<file path="src/rtl/fxp_pkg.sv">
// Shared Q6.1 definitions for the fixed-point multiply/accumulate pipeline.
// Holds the 8-bit Q6.1 format constants, the accumulator FSM states and the narrowing clamp.
package fxp_pkg;

   localparam int unsigned Q61Width = 8;
   localparam logic [Q61Width-1:0] Q61Max = 8'h7F;
   localparam logic [Q61Width-1:0] Q61Min = 8'h80;

   typedef enum logic [0:0] {StAcc, StDone} acc_state_e;

   // Callers sign-extend their sum to 32 bits first; returns {sat_flag, q61}.
   function automatic logic [Q61Width:0] sat_q61(input logic signed [31:0] acc);
      if (acc > 32'sd127) begin
         return {1'b1, Q61Max};
      end else if (acc < -32'sd128) begin
         return {1'b1, Q61Min};
      end else begin
         return {1'b0, acc[Q61Width-1:0]};
      end
   endfunction

endpackage

</file>
<file path="src/rtl/fxp_sat_q61.sv">
// Combinational clamp of a signed ACC_W-bit Q(ACC_W-2).1 sum down to 8-bit Q6.1.
// Asserts sat when the value had to be clamped to 0x7F or 0x80.
module fxp_sat_q61
   import fxp_pkg::*;
#(
   parameter int unsigned ACC_W = 12
) (
   input  logic [ACC_W-1:0]    acc,
   output logic [Q61Width-1:0] q61,
   output logic                sat
);

   logic signed [31:0] acc_wide;

   assign acc_wide = 32'($signed(acc));

   always_comb begin
      {sat, q61} = sat_q61(acc_wide);
   end

endmodule

</file>
<file path="src/rtl/fxp_accumulator.sv">
// Streaming signed accumulator for Q6.1 products: sums a burst of up to MAX_LEN beats and
// returns the exact sum plus a saturated Q6.1 copy over a valid/ready handshake.
module fxp_accumulator
   import fxp_pkg::*;
#(
   parameter int unsigned MAX_LEN = 16,
   parameter int unsigned ACC_W   = 12,
   parameter int unsigned CNT_W   = 5
) (
   input  logic                clk,
   input  logic                rst,
   input  logic                in_valid,
   output logic                in_ready,
   input  logic [Q61Width-1:0] in_data,
   input  logic                in_last,
   output logic                out_valid,
   input  logic                out_ready,
   output logic [Q61Width-1:0] out_data,
   output logic [ACC_W-1:0]    out_acc,
   output logic                out_sat,
   output logic [CNT_W-1:0]    out_count
);

   acc_state_e          state_q;
   logic [ACC_W-1:0]    acc_q;
   logic [CNT_W-1:0]    cnt_q;
   logic [ACC_W-1:0]    acc_d;
   logic [CNT_W-1:0]    cnt_d;
   logic                burst_end;
   logic [Q61Width-1:0] sat_data;
   logic                sat_flag;

   assign acc_d     = acc_q + {{(ACC_W-Q61Width){in_data[Q61Width-1]}}, in_data};
   assign cnt_d     = cnt_q + 1'b1;
   assign burst_end = in_last || (cnt_d == CNT_W'(MAX_LEN));

   fxp_sat_q61 #(
      .ACC_W (ACC_W)
   ) u_sat (
      .acc (acc_d),
      .q61 (sat_data),
      .sat (sat_flag)
   );

   // in_ready/out_valid are registered and always mirror the state.
   always_ff @(posedge clk) begin
      if (rst) begin
         state_q   <= StAcc;
         acc_q     <= '0;
         cnt_q     <= '0;
         in_ready  <= 1'b1;
         out_valid <= 1'b0;
         out_data  <= '0;
         out_acc   <= '0;
         out_sat   <= 1'b0;
         out_count <= '0;
      end else begin
         case (state_q)
            StAcc: begin
               if (in_valid && in_ready) begin
                  if (burst_end) begin
                     out_acc   <= acc_d;
                     out_count <= cnt_d;
                     out_data  <= sat_data;
                     out_sat   <= sat_flag;
                     acc_q     <= '0;
                     cnt_q     <= '0;
                     in_ready  <= 1'b0;
                     out_valid <= 1'b1;
                     state_q   <= StDone;
                  end else begin
                     acc_q <= acc_d;
                     cnt_q <= cnt_d;
                  end
               end
            end
            StDone: begin
               if (out_ready) begin
                  in_ready  <= 1'b1;
                  out_valid <= 1'b0;
                  state_q   <= StAcc;
               end
            end
            default: begin
               state_q   <= StAcc;
               in_ready  <= 1'b1;
               out_valid <= 1'b0;
            end
         endcase
      end
   end

endmodule
</file>
<file path="config.mk">
export PLATFORM = sky130hd
export DESIGN_NAME = fxp_accumulator
export DESIGN_NICKNAME = d
export VERILOG_FILES = /design/src/rtl/fxp_pkg.sv /design/src/rtl/fxp_sat_q61.sv /design/src/rtl/fxp_accumulator.sv
export SDC_FILE = /design/constraint.sdc
export NUM_CORES = 1
export LEC_CHECK = 0
export ABC_AREA = 1
export CAP_MARGIN = 20
export CORE_MARGIN = 5
export CORE_UTILIZATION = 25
export DETAILED_ROUTE_END_ITERATION = 6
export DONT_BUFFER_PORTS = 1
export PLACE_DENSITY = 0.34
export SYNTH_ARGS = -nofsm -noshare
export SYNTH_HDL_FRONTEND = slang
export SYNTH_SLANG_ARGS = --single-unit
</file>
<file path="constraint.sdc">
create_clock -name clk -period 3.2 [get_ports clk]
set_input_delay 0.48 -clock clk [delete_from_list [all_inputs] [get_ports clk]]
set_output_delay 0.48 -clock clk [all_outputs]
set_load 0.05 [all_outputs]
</file>
Word level (Yosys, flattened, before mapping)
Index checks and enable logic that the tools add are counted.
W data, S select, Z words.
{ "op_classes": {"muxes": 16, "order_cmp": 2, "n_eq_ne": 4, "n_bitwise": 1, "reduce_logical": 5, "n_addsub": 2} }
{ "ops": {"columns": ["op", "count"], "rows": [
  ["$mux W9", 2],
  ["$add A12 B12 Y12", 1],
  ["$gt A12 B8 Y1 const B", 1],
  ["$lt A12 B8 Y1 const B", 1],
  ["$mux W12", 1],
  ["$mux W1", 9],
  ["$ne A2 B2 Y1 const B", 3],
  ["$pmux W1 S2", 3],
  ["$reduce_and A3 Y1", 2],
  ["$add A5 B1 Y5 const B", 1],
  ["$eq A5 B5 Y1 const B", 1],
  ["$mux W5", 1],
  ["$reduce_and A2 Y1", 1],
  ["$logic_and A1 B1 Y1", 1],
  ["$logic_or A1 B1 Y1", 1],
  ["$not A1 Y1", 1]
]} }
{ "totals": {"output_inout_bits": 28, "in_bits": 13, "word_cells": 39, "register_bits": 46} }

Depth between registers and ports, before layout
Gate-level depths: netlist of run 1.
{ "logic_depth": {"ltp_word": 6, "ltp_mapped": 13, "ltp_nobuf": 13} }

Modules after synthesis
From an unflattened synthesis of run 1, not the netlist that was laid out.
{ "unflattened": {"cells_unflattened": 376, "area_unflattened_um2": 2543.7} }
{ "by_module_without_submodules": {"columns": ["module", "area_each_um2", "cells_each", "n_inst", "seq_area_each_um2"], "rows": [
  ["fxp_accumulator", 2441.1, 354, 1, 920.9],
  ["fxp_sat_q61", 102.6, 22, 1, 0.0]
]} }

Worst setup path before layout of run 1
No wires, ideal clock.
{ "synth_path": {"kind": "input to register", "from": "in in_data[0]", "to": "reg out_data[5]", "setup_ns": 0.131, "arrival_ns": 1.993, "cell_stages": 12, "path_slack_ns": 1.077, "path_buffers": 0, "required_ns": 3.069, "path_cell_list": "ha_1 > fa_1 > nand2_1 > nand2_1 > nand3_1 > nand3_1 > nand2_1 > nand2_1 > nor2_1 > nand2_4 > nand3_1 > a21oi_2"} }
{ "synth_between": {"elab_chain_cells": 4} }
{ "synth_lines": {"columns": ["item", "line", "rtl"], "rows": [
  ["start: declaration", "fxp_accumulator.sv:14", "input logic [Q61Width-1:0] in_data,"],
  ["$add A12 B12 Y12 *", "fxp_accumulator.sv:33", "assign acc_d = acc_q + {{(ACC_W-Q61Width){in_data[Q61Width-1]}}, in_data};"],
  ["$lt A12 B8 Y1", "fxp_pkg.sv:15", "end else if (acc < -32'sd128) begin"],
  ["$mux W9", "fxp_pkg.sv:15", null],
  ["$mux W9 *", "fxp_pkg.sv:13", "if (acc > 32'sd127) begin"],
  ["end signal: assignment", "fxp_accumulator.sv:64", "out_data <= sat_data;"],
  ["end: declaration", "fxp_accumulator.sv:18", "output logic [Q61Width-1:0] out_data,"]
]} }
Every way passes the cells marked *; elsewhere a longest branch is shown, timed or not.
A chain may end at the register's enable or synchronous reset.

Worst setup path in the final report of run 1
{ "layout_path": {"from": "reg acc_q[0]", "to": "reg out_data[3]"} }
{ "layout_between": {"elab_chain_cells": 4} }
{ "layout_lines": {"columns": ["item", "line", "rtl"], "rows": [
  ["start: declaration", "fxp_accumulator.sv:25", "logic [ACC_W-1:0] acc_q;"],
  ["start signal: assignment", "fxp_accumulator.sv:49", "acc_q <= '0;"],
  ["start signal: assignment", "fxp_accumulator.sv:66", "acc_q <= '0;"],
  ["start signal: assignment", "fxp_accumulator.sv:72", "acc_q <= acc_d;"],
  ["$add A12 B12 Y12 *", "fxp_accumulator.sv:33", null],
  ["$lt A12 B8 Y1", "fxp_pkg.sv:15", null],
  ["$mux W9", "fxp_pkg.sv:15", null],
  ["$mux W9 *", "fxp_pkg.sv:13", null]
]} }
Marks and branches as above.

==> summary.txt, run 1 <==
Floorplan
  • Die Width: between 100 and 150 um
  • Row count: 36
  • Initial Util: 25.64%
  • Ports: 41
  • Core area: 9774 um^2
  • Die Span Y: roughly 110 um
  • Die area: 12130 um^2

Final layout
  • Post-Layout Cell Count: 489
  • Layout cells sized above 1: 7.022%
  • Multi-input gate area: 1345 um^2
  • Filler Cells Inserted: 1126
  • Synthesis-to-finish area growth: 9.336%
  • N_diodes: 0
  • Storage element area: 920.9 um^2
  • Final net count: around 380

Timing
  • Worst hold slack: 0.2279 ns
  • PnR worst setup slack: 1.055 ns
  • Clock Skew: 0.01068 ns
  • Post-route setup TNS: 0 ns
  • Fmax: 0.4663 GHz
  • Minimum clock period: 2.145 ns
  • Hold Fails Final Rpt: 0
  • Pin slew with the least headroom to its limit: 0.5437 ns
  • Final setup fails: 0
  • Slew Viols, Final: 0
  • Slew HR: 63.70%
  • RSZ-0062 raised after global routing: false
  • Period utilization: 67.02%

Synth
  • Syn_nets: 382
  • Post-synth ARST share: 0%
  • Area leader, netlist: dfxtp_1
  • Synth Register Bits: 46
  • Post-synth EDFFs: 0
  • Commonest cells post-synth: nand2_1, dfxtp_1, a21oi_1, inv_1, nor2_1
  • Post-synth top area share: between 30% and 40%
  • Yosys Warn Count: 0
  • Register area share after synthesis: 36.74%
  • Mapped Area: 2506 um^2
  • Post-Syn Instances: 355
  • Distinct cells, synth: 33
  • Count leader, synth: nand2_1
  • Main synth FF type: dfxtp_1
  • Largest cells by area after synthesis: dfxtp_1, nand2_1, a21oi_1
  • Mean Syn Cell Area: just over 7 um^2

Route
  • Aggregate routed wire length: just under 7000 um
  • Via count: ~2100
  • Wire length per cell: 13.97 um
  • Avg Vias per Cell: 4.337
  • DRT iter0 DRCs: 124
  • Post-DRT Antenna Nets: 0
  • TritonRoute pass-1 iters: 4
  • DRC viols: 0

Clocking
  • Post-cts sizing count: 0
  • Clk root buf: clkbuf_8
  • Hold buffer count at CTS: 0
  • Worst-Skew Late Latency: 0.30 ns
  • CTS max path bufs: 2
  • H-tree depth: 2
  • CTS tree: yes
  • Post-CTS setup buffers: 0
  • Worst-path clk slew: approximately 0.10 ns
  • Num CTS Buffers: 5
  • Clock sink count: 46

Setup path
  • Critical path's largest stage delay: 0.46 ns
  • Worst EP required: 3.44 ns
  • Worst setup SP type: flip-flop
  • Crit path max-delay family: simple AND/OR/NAND/NOR gates
  • Worst-path cell chain: ha_1 > fa_1 > nand2_1 > nand2_1 > nand3_1 > nand2_1 > nand2_1 > nand2_1 > nor2_1 > nand3_1 > nand2_2 > nand2_1 > a21oi_1
  • CP Max Fanout: 8
  • Slowest cell on crit path: fa_1
  • Crit path DAT: 2.39 ns
  • CP bufs+invs: 0
  • Most frequent cell on the critical path: nand2_1
  • Type of the worst setup path: flip-flop to flip-flop
  • Critical Path Sink Type: flip-flop

Power
  • Worst vdd ir: 0.1878 mV
  • Pwr Density: 517.2 nW/um^2
  • Pwr Total: 1.417 mW
  • Pleak: 1.254 nW

Global routing
  • Vias in the first global route: 2189
  • Largest net degree at the start of global routing: 38
  • Grt total ovfl: 0
  • Antenna violations before repair: 0
  • GRT Resource Usage Total: 12.16%
  • First-pass GRT wire length: 11280 um

Placement
  • Placed cells: 481
  • Setup slack at placement: 0.8625 ns
  • Detailed placement HPWL: 5050 um
  • IO Port Bufs: 0
  • Gpl congestion: 0.7879

Run
  • Max-Cap Viols: 0

Status
  • Outcome: finished, final reports clean

Worst hold path
  • HP Class: input pin to flip-flop
## power by group
| part | total, mW | switching (mW) | internal, mW |
|---|---|---|---|
| clock | 0.455 | 0.220 | 0.235 |
| sequential | 0.723 | 0.114 | 0.609 |
| combinational | 0.239 | 0.159 | 0.0805 |
## layout by cell type (no fill, tap or decap), types with 3 or more instances in the layout
master and instances:
clkbuf_8 5, xnor2_1 3, nor2_1 26, nand3_1 17
nand2_4 3, nand2_1 109, inv_1 44, nand4_1 3
o21ai_0 9, a21oi_1 44, ha_1 13, dfxtp_1 46
xor2_1 4
## area by class of cell
type / count / area share, %
clock buffer: 5 / 2.511
inverter: 46 / 6.575
multi-input combinational: 254 / 49.09
sequential: 46 / 33.61
clock inverter: 3 / 1.598
tap: 133 / 6.073
timing repair buffer: 2 / 0.5479
## flip-flops by register name, indices dropped and copies added, names as in the netlist
signal,flops
out_data,8
acc_q,12
cnt_q,5
out_valid,1
out_sat,1
out_count,5
out_acc,12
state_q,1
in_ready,1
## cell families after synthesis
logic type      Yosys count  synth area share, %
flops                    46                36.74
compound gates           60                12.78
simple gates            172                30.50
buf+inv                  55                9.586
fa+ha+maj                14                7.289
xor+xnor                  8                3.096
## metal layers
layer / global-route usage [%] / vias to the layer above / wire length [um] / part of all wire, %
met5: 0 / - / 0 / 0
met1: 15.80 / 956 / 3248 / 48
met2: 20.32 / 33 / 3216 / 47
met3: 2.970 / 6 / 308 / 4.5
li1: - / 1126 / - / -
met4: 2.902 / 0 / 56 / 0.82
## metrics by stage
stage	utilization, %	instance area [um^2]
floorplan	-	2506
global placement	26.88	2628
detailed placement	26.88	2628
CTS	28.03	2740
global route	28.03	2740
finish	28.03	2740
## worst paths after layout
check	slack, ns	depth (start not counted)	to	start
worst max-delay path	1.06	13	out_data[3]$_SDFFE_PP0P_	acc_q[0]$_SDFFE_PP0P_
worst max register to register	1.06	13	out_data[3]$_SDFFE_PP0P_	acc_q[0]$_SDFFE_PP0P_
worst min register to register	0.47	2	acc_q[2]$_SDFFE_PP0P_	acc_q[2]$_SDFFE_PP0P_
worst min-delay path	0.23	1	out_data[5]$_SDFFE_PP0P_	rst
(Power assumes the default switching activity.)
==> run 2, diff against run 1 <==
Settings changed: ABC_AREA 1 to 0.
Clock period 3.2 ns to 2.2 ns, I/O delays scaled along.
==> summary.txt, run 2 <==
Synth
  • Main synth FF type: dfxtp_1
  • Count leader, synth: dfxtp_1
  • Post-synth ARST share: 0% (unchanged)
  • Synth Register Bits: 46 (unchanged)
  • Yosys Warn Count: 0 (unchanged)
  • Post-synth EDFFs: 0 (unchanged)
  • Post-Syn Instances: 290 (-18%)
  • Distinct cells, synth: 53 (+61%)
  • Commonest cells post-synth: dfxtp_1, a21oi_1, nor2_1, nand2_1, nand3_1
  • Syn_nets: 317 (-17%)
  • Largest cells by area after synthesis: dfxtp_1, ha_1, a21oi_1
  • Mapped Area: 2502 um^2 (-0.15%)
  • Register area share after synthesis: 36.80% (+0.055 points)
  • Mean Syn Cell Area: 8.629 um^2 (+22%)
  • Post-synth top area share: 36.80% (+0.055 points)
  • Area leader, netlist: dfxtp_1

Clocking
  • CTS max path bufs: 2 (unchanged)
  • Clk root buf: clkbuf_8
  • Num CTS Buffers: 5 (unchanged)
  • H-tree depth: 2 (unchanged)
  • CTS tree: yes
  • Worst-path clk slew: 0.09 ns (about the same)
  • Clock sink count: 46 (unchanged)
  • Hold buffer count at CTS: 0 (unchanged)
  • Worst-Skew Late Latency: 0.29 ns (about the same)

Placement
  • Detailed placement HPWL: 5458 um (+8.1%)
  • Gpl congestion: 0.6919 (-12%)
  • Placed cells: 457 (-5.0%)
  • IO Port Bufs: 0 (unchanged)

Setup path
  • CP Max Fanout: 6 (-2)
  • Slowest cell on crit path: fa_2
  • Worst setup SP type: flip-flop
  • Worst EP required: 2.41 ns (-1.03 ns)
  • Crit path DAT: 2.66 ns (+0.27 ns)
  • Critical Path Sink Type: flip-flop
  • Critical path's largest stage delay: 0.41 ns (-0.05 ns)
  • CP bufs+invs: 2 (+2)
  • Worst-path cell chain: ha_4 > fa_2 > a21oi_4 > o2111ai_1 > o211ai_1 > xor2_1 > buf_4 > nor4_4 > buf_4 > o21ai_4 > o32ai_1
  • Crit path max-delay family: compound AO/OA/AOI/OAI gates
  • Type of the worst setup path: flip-flop to flip-flop
  • Most frequent cell on the critical path: buf_4

Route
  • Wire length per cell: 14.91 um (+6.7%)
  • DRT iter0 DRCs: 83 (-33%)
  • DR WL met3: 313 um (+1.6%)
  • M1 WL: 3235 um (-0.40%)
  • DR top layer: met4
  • DRC viols: 0 (unchanged)
  • Post-DRT Antenna Nets: 0 (unchanged)
  • Aggregate routed wire length: 7080 um (+3.7%)
  • TritonRoute pass-1 iters: 4 (unchanged)
  • Avg Vias per Cell: 4.642 (+7.0%)
  • Via count: 2205 (+4.0%)
  • Routed length on met2: 3505 um (+9.0%)

Global routing
  • Vias in the first global route: 2211 (+1.0%)
  • Antenna violations before repair: 0 (unchanged)
  • Grt total ovfl: 0 (unchanged)
  • First-pass GRT wire length: 11480 um (+1.8%)
  • Largest net degree at the start of global routing: 48 (+26%)
  • GRT Resource Usage Total: 12.11% (-0.050 points)

Timing
  • Slew Viols, Final: 0 (unchanged)
  • PnR worst setup slack: -0.2568 ns (-1.312 ns)
  • Clock Skew: 0.004938 ns (-0.005741 ns)
  • Fmax: 0.4070 GHz (-13%)
  • Minimum clock period: 2.457 ns (+0.3122 ns)
  • RSZ-0062 raised after global routing: true
  • Final setup fails: 12 (+12)
  • Slew HR: 60.68% (-3.0 points)
  • Period utilization: 111.7% (+45 points)
  • Hold Fails Final Rpt: 0 (unchanged)
  • Pin slew with the least headroom to its limit: 0.5824 ns (+0.03868 ns)

Final layout
  • Commonest non-fill, non-tap cell in the layout: buf_4
  • Core Util, Final: 34.58% (+6.5 points)
  • Layout cells sized above 1: 32.46% (+25 points)
  • N_diodes: 0 (unchanged)
  • Filler Cells Inserted: 1058 (-6.0%)
  • Storage element area: 927.1 um^2 (+0.68%)
  • Top flop regs: acc_q (12), out_acc (12), out_data (8)
  • Post-Layout Cell Count: 475 (-2.9%)
  • Multi-input gate area: 1682 um^2 (+25%)
  • Final net count: 368 (-3.7%)
  • Synthesis-to-finish area growth: 35.05%
  • Commonest non-fill, non-tap cells in the layout: buf_4, dfxtp_1, nor2_1

Power
  • Pwr Total: 2.217 mW (+56%)
  • Pwr Density: 655.9 nW/um^2 (+27%)
  • Worst vdd ir: 0.2507 mV (+33%)
  • Pleak: 1.282 nW (+2.3%)

Floorplan
  • Die area: 12110 um^2 (-0.14%)
  • Ports: 41 (unchanged)
  • Core area: 9774 um^2 (unchanged)
  • Row count: 36 (unchanged)
  • Initial Util: 25.60% (-0.038 points)
  • Die Span Y: 110.0 um (about the same)
  • Die Width: 110.0 um (about the same)

Worst hold path
  • HP Class: input pin to flip-flop

Run
  • Max-Cap Viols: 0 (unchanged)

Status
  • Failing checks: negative setup slack
  • Outcome: finished with violations
[run 2: cells by family after synthesis]
kind of cell,Yosys count,share of synthesized area (%)
AO/OA/AOI/OAI,86,26.25
buffers and inverters,23,4.250
flip-flops,46,36.80
AND/OR/NAND/NOR,109,20.90
adder cells (fa/ha/maj),14,7.300
XOR/XNOR,12,4.500
[run 2: repair_timing]
action | CTS | global route
resized for setup | 12 | 29
setup endpoints to repair | 15 | 15
buffers inserted | 3 | 7
pin swaps | 8 | 15
[run 2: metrics by stage]
stage | setup TNS (ns) | hold WS, ns | worst slack (ns) | cell area (um^2)
after floorplan | -1.149 | 0.4356 | -0.1623 | 2517
after global placement | -3.248 | 0.4025 | -0.3355 | 2997
after CTS | -2.572 | 0.08027 | -0.2836 | 3184
final | -2.266 | 0.1020 | -0.2568 | 3379
after global routing | -4.075 | 0.07363 | -0.4098 | 3379
after detailed placement | -3.513 | 0.4026 | -0.3774 | 2997
[run 2: layout make-up]
class | count | share of cell area (%)
clock buffer | 7 | 2.555
clock inverter | 1 | 0.1481
inverter | 9 | 0.9996
multi-input combinational | 221 | 49.76
sequential | 46 | 27.43
tap | 133 | 4.924
timing repair buffer | 58 | 14.18
[run 2: routing by layer]
metal | global-route usage (%) | vias up
met5 | 0 | -
met4 | 1.870 | 0
met3 | 2.854 | 2
met2 | 20.67 | 24
met1 | 15.81 | 1028
li1 | - | 1151
[run 2: final timing paths]
path | start | depth (start not counted) | slack, ns | endpoint
setup / recovery | acc_q[0]$_SDFFE_PP0P_ | 11 | -0.26 | out_data[0]$_SDFFE_PP0P_
setup reg to reg | acc_q[0]$_SDFFE_PP0P_ | 11 | -0.26 | out_data[0]$_SDFFE_PP0P_
hold reg to reg | acc_q[0]$_SDFFE_PP0P_ | 2 | 0.47 | acc_q[0]$_SDFFE_PP0P_
hold / removal | rst | 1 | 0.10 | acc_q[0]$_SDFFE_PP0P_
[run 2: report_power, final]
| part | switching [mW] | total (mW) | internal [mW] |
|---|---|---|---|
| sequential | 0.187 | 1.08 | 0.890 |
| combinational | 0.305 | 0.605 | 0.300 |
| clock | 0.280 | 0.534 | 0.254 |
==> run 3, diff against run 2 <==
--- a/config.mk
+++ b/config.mk
@@ -11,2 +11,3 @@
 export CORE_UTILIZATION = 25
+export CTS_CLUSTER_SIZE = 10
 export DETAILED_ROUTE_END_ITERATION = 6
@@ -14,2 +15,3 @@
 export PLACE_DENSITY = 0.34
+export SETUP_SLACK_MARGIN = 0.05
 export SYNTH_ARGS = -nofsm -noshare
==> constraint.sdc (replaced) <==
create_clock -name clk -period 2.2 [get_ports clk]
set_input_delay 0.44 -clock clk [delete_from_list [all_inputs] [get_ports clk]]
set_output_delay 0.44 -clock clk [all_outputs]
set_load 0.05 [all_outputs]
==> summary.txt, run 3 (synthesized netlist as in run 2, its figures left out) <==
Status
  • Outcome: finished with violations
  • Failing checks: negative setup slack

Placement
  • Detailed placement HPWL: 5409 um (-0.89%)
  • Area after detailed placement: 3009 um^2 (+0.42%)
  • IO Port Bufs: 0 (unchanged)
  • Gpl congestion: 0.6861 (-0.84%)
  • Placed cells: 457 (unchanged)

Timing
  • Pin slew with the least headroom to its limit: 0.5858 ns (+0.003418 ns)
  • Post-route setup TNS: -2.312 ns (-0.04619 ns)
  • Minimum clock period: 2.480 ns (+0.02317 ns)
  • PnR worst setup slack: -0.2800 ns (-0.02317 ns)
  • Slew HR: 60.45% (-0.23 points)
  • Fmax: 0.4032 GHz (-0.93%)
  • Period utilization: 112.7% (+1.1 points)
  • RSZ-0062 raised after global routing: true
  • Final setup fails: 11 (-1)
  • Clock Skew: 0.008529 ns (+0.003592 ns)
  • Slew Viols, Final: 0 (unchanged)
  • Hold Fails Final Rpt: 0 (unchanged)

Clocking
  • CTS max path bufs: 2 (unchanged)
  • Worst-path clk slew: 0.10 ns (about the same)
  • H-tree depth: 2 (unchanged)
  • Num CTS Buffers: 5 (unchanged)
  • Worst-Skew Late Latency: 0.30 ns (about the same)
  • Hold buffer count at CTS: 0 (unchanged)
  • Clock sink count: 46 (unchanged)
  • CTS tree: yes
  • Clk root buf: clkbuf_8

Final layout
  • Fin area: 3481 um^2 (+3.0%)
  • Commonest non-fill, non-tap cell in the layout: buf_4
  • Synthesis-to-finish area growth: 39.10%
  • Storage element area: 929.6 um^2 (+0.27%)
  • Top flop regs: acc_q (12), out_acc (12), out_data (8)
  • Filler Cells Inserted: 1048 (-0.95%)
  • Final net count: 369 (+0.27%)
  • Post-Layout Cell Count: 476 (+0.21%)
  • Core Util, Final: 35.61% (+1.0 points)
  • Commonest non-fill, non-tap cells in the layout: buf_4, dfxtp_1, nor2_1
  • N_diodes: 0 (unchanged)
  • Layout cells sized above 1: 36.73% (+4.3 points)
  • Multi-input gate area: 1758 um^2 (+4.5%)

Setup path
  • Worst EP required: 2.38 ns (-0.03 ns)
  • Slowest cell on crit path: fa_2
  • Critical Path Sink Type: flip-flop
  • Critical path's largest stage delay: 0.41 ns (about the same)
  • Worst-path cell chain: buf_6 > fa_2 > a21oi_4 > o2111ai_4 > a211oi_2 > xor2_2 > a41oi_2 > nor2_4 > o32ai_2
  • CP Max Fanout: 6 (unchanged)
  • Crit path DAT: 2.66 ns (about the same)
  • Worst setup SP type: flip-flop
  • Type of the worst setup path: flip-flop to flip-flop

Route
  • Post-DRT Antenna Nets: 0 (unchanged)
  • TritonRoute pass-1 iters: 4 (unchanged)
  • Avg Vias per Cell: 4.672 (+0.65%)
  • Aggregate routed wire length: 7273 um (+2.7%)
  • Via count: 2224 (+0.86%)
  • Wire length per cell: 15.28 um (+2.5%)
  • DRC viols: 0 (unchanged)
  • DRT iter0 DRCs: 84 (+1.2%)

Global routing
  • Vias in the first global route: 2124 (-3.9%)
  • First-pass GRT wire length: 11460 um (-0.18%)
  • GRT Resource Usage Total: 12.21% (+0.10 points)
  • Largest net degree at the start of global routing: 48 (unchanged)
  • Grt total ovfl: 0 (unchanged)
  • Antenna violations before repair: 0 (unchanged)

Floorplan
  • Die area: 12110 um^2 (unchanged)
  • Initial Util: 25.60% (unchanged)
  • Die Width: 110.0 um (unchanged)
  • Core area: 9774 um^2 (unchanged)
  • Ports: 41 (unchanged)
  • Row count: 36 (unchanged)
  • Die Span Y: 110.0 um (unchanged)

Power
  • Worst vdd ir: 0.2525 mV (+0.71%)
  • Pwr Density: 646.1 nW/um^2 (-1.5%)
  • Pleak: 1.305 nW (+1.8%)
  • Pwr Total: 2.249 mW (+1.5%)

Worst hold path
  • HP Class: input pin to flip-flop

Run
  • Max-Cap Viols: 0 (unchanged)
[run 3: changes by cell type in the layout (fill, tap and decap cells not counted), moves of 2 or more]
cell     change
o32ai_1      -6
o32ai_2      +6
a21oi_1      -2
a21oi_2      +2
dfxtp_1      -2
dfxtp_2      +2
[run 3: worst paths after layout]
kind | slack, ns | endpoint | start | depth (start not counted)
hold / removal | 0.20 | state_q$_SDFF_PP0_ | rst | 1
setup reg to reg | -0.28 | out_data[2]$_SDFFE_PP0P_ | acc_q[1]$_SDFFE_PP0P_ | 9
hold reg to reg | 0.47 | acc_q[4]$_SDFFE_PP0P_ | acc_q[4]$_SDFFE_PP0P_ | 2
setup / recovery | -0.28 | out_data[2]$_SDFFE_PP0P_ | acc_q[1]$_SDFFE_PP0P_ | 9
[run 3: timing repair]
action,CTS,global route
gates cloned,0,0
resized for setup,13,45
setup endpoints to repair,16,28
pin swaps,11,30
buffers inserted,3,9
[run 3: per-layer routing]
layer,wire [um],GRT usage [%],vias up
met1,3246,16.39,1033
met5,0,0,-
met3,382,3.029,5
met4,39,2.404,0
met2,3605,19.93,33
li1,-,-,1153
[run 3: per-stage QoR]
stage	hold WS, ns	worst slack (ns)
after global placement	0.4480	-0.4570
after CTS	0.1773	-0.2725
final	0.1996	-0.2800
after floorplan	0.4356	-0.2723
after global routing	0.1669	-0.4113
after detailed placement	0.4606	-0.4765
[run 3: area by class of cell]
class,count,area share (%)
multi-input combinational,221,50.50
sequential,46,26.71
timing repair buffer,59,14.45
tap,133,4.781
clock buffer,5,1.977
inverter,9,0.9705
clock inverter,3,0.6111
[run 3: where the power goes]
group / internal, mW / switching, mW / total (mW)
combinational: 0.320 / 0.321 / 0.641
sequential: 0.891 / 0.187 / 1.08
clock: 0.224 / 0.306 / 0.530
[run 3: worst max-delay path: cells and delay by family (launching register included)]
| kind | cells | cell delay [ns] |
|---|---|---|
| buf+inv | 1 | 0.12 |
| fa+ha+maj | 1 | 0.41 |
| flops | 1 | 0.35 |
| compound gates | 5 | 0.94 |
| xor+xnor | 1 | 0.27 |
| simple gates | 1 | 0.26 |
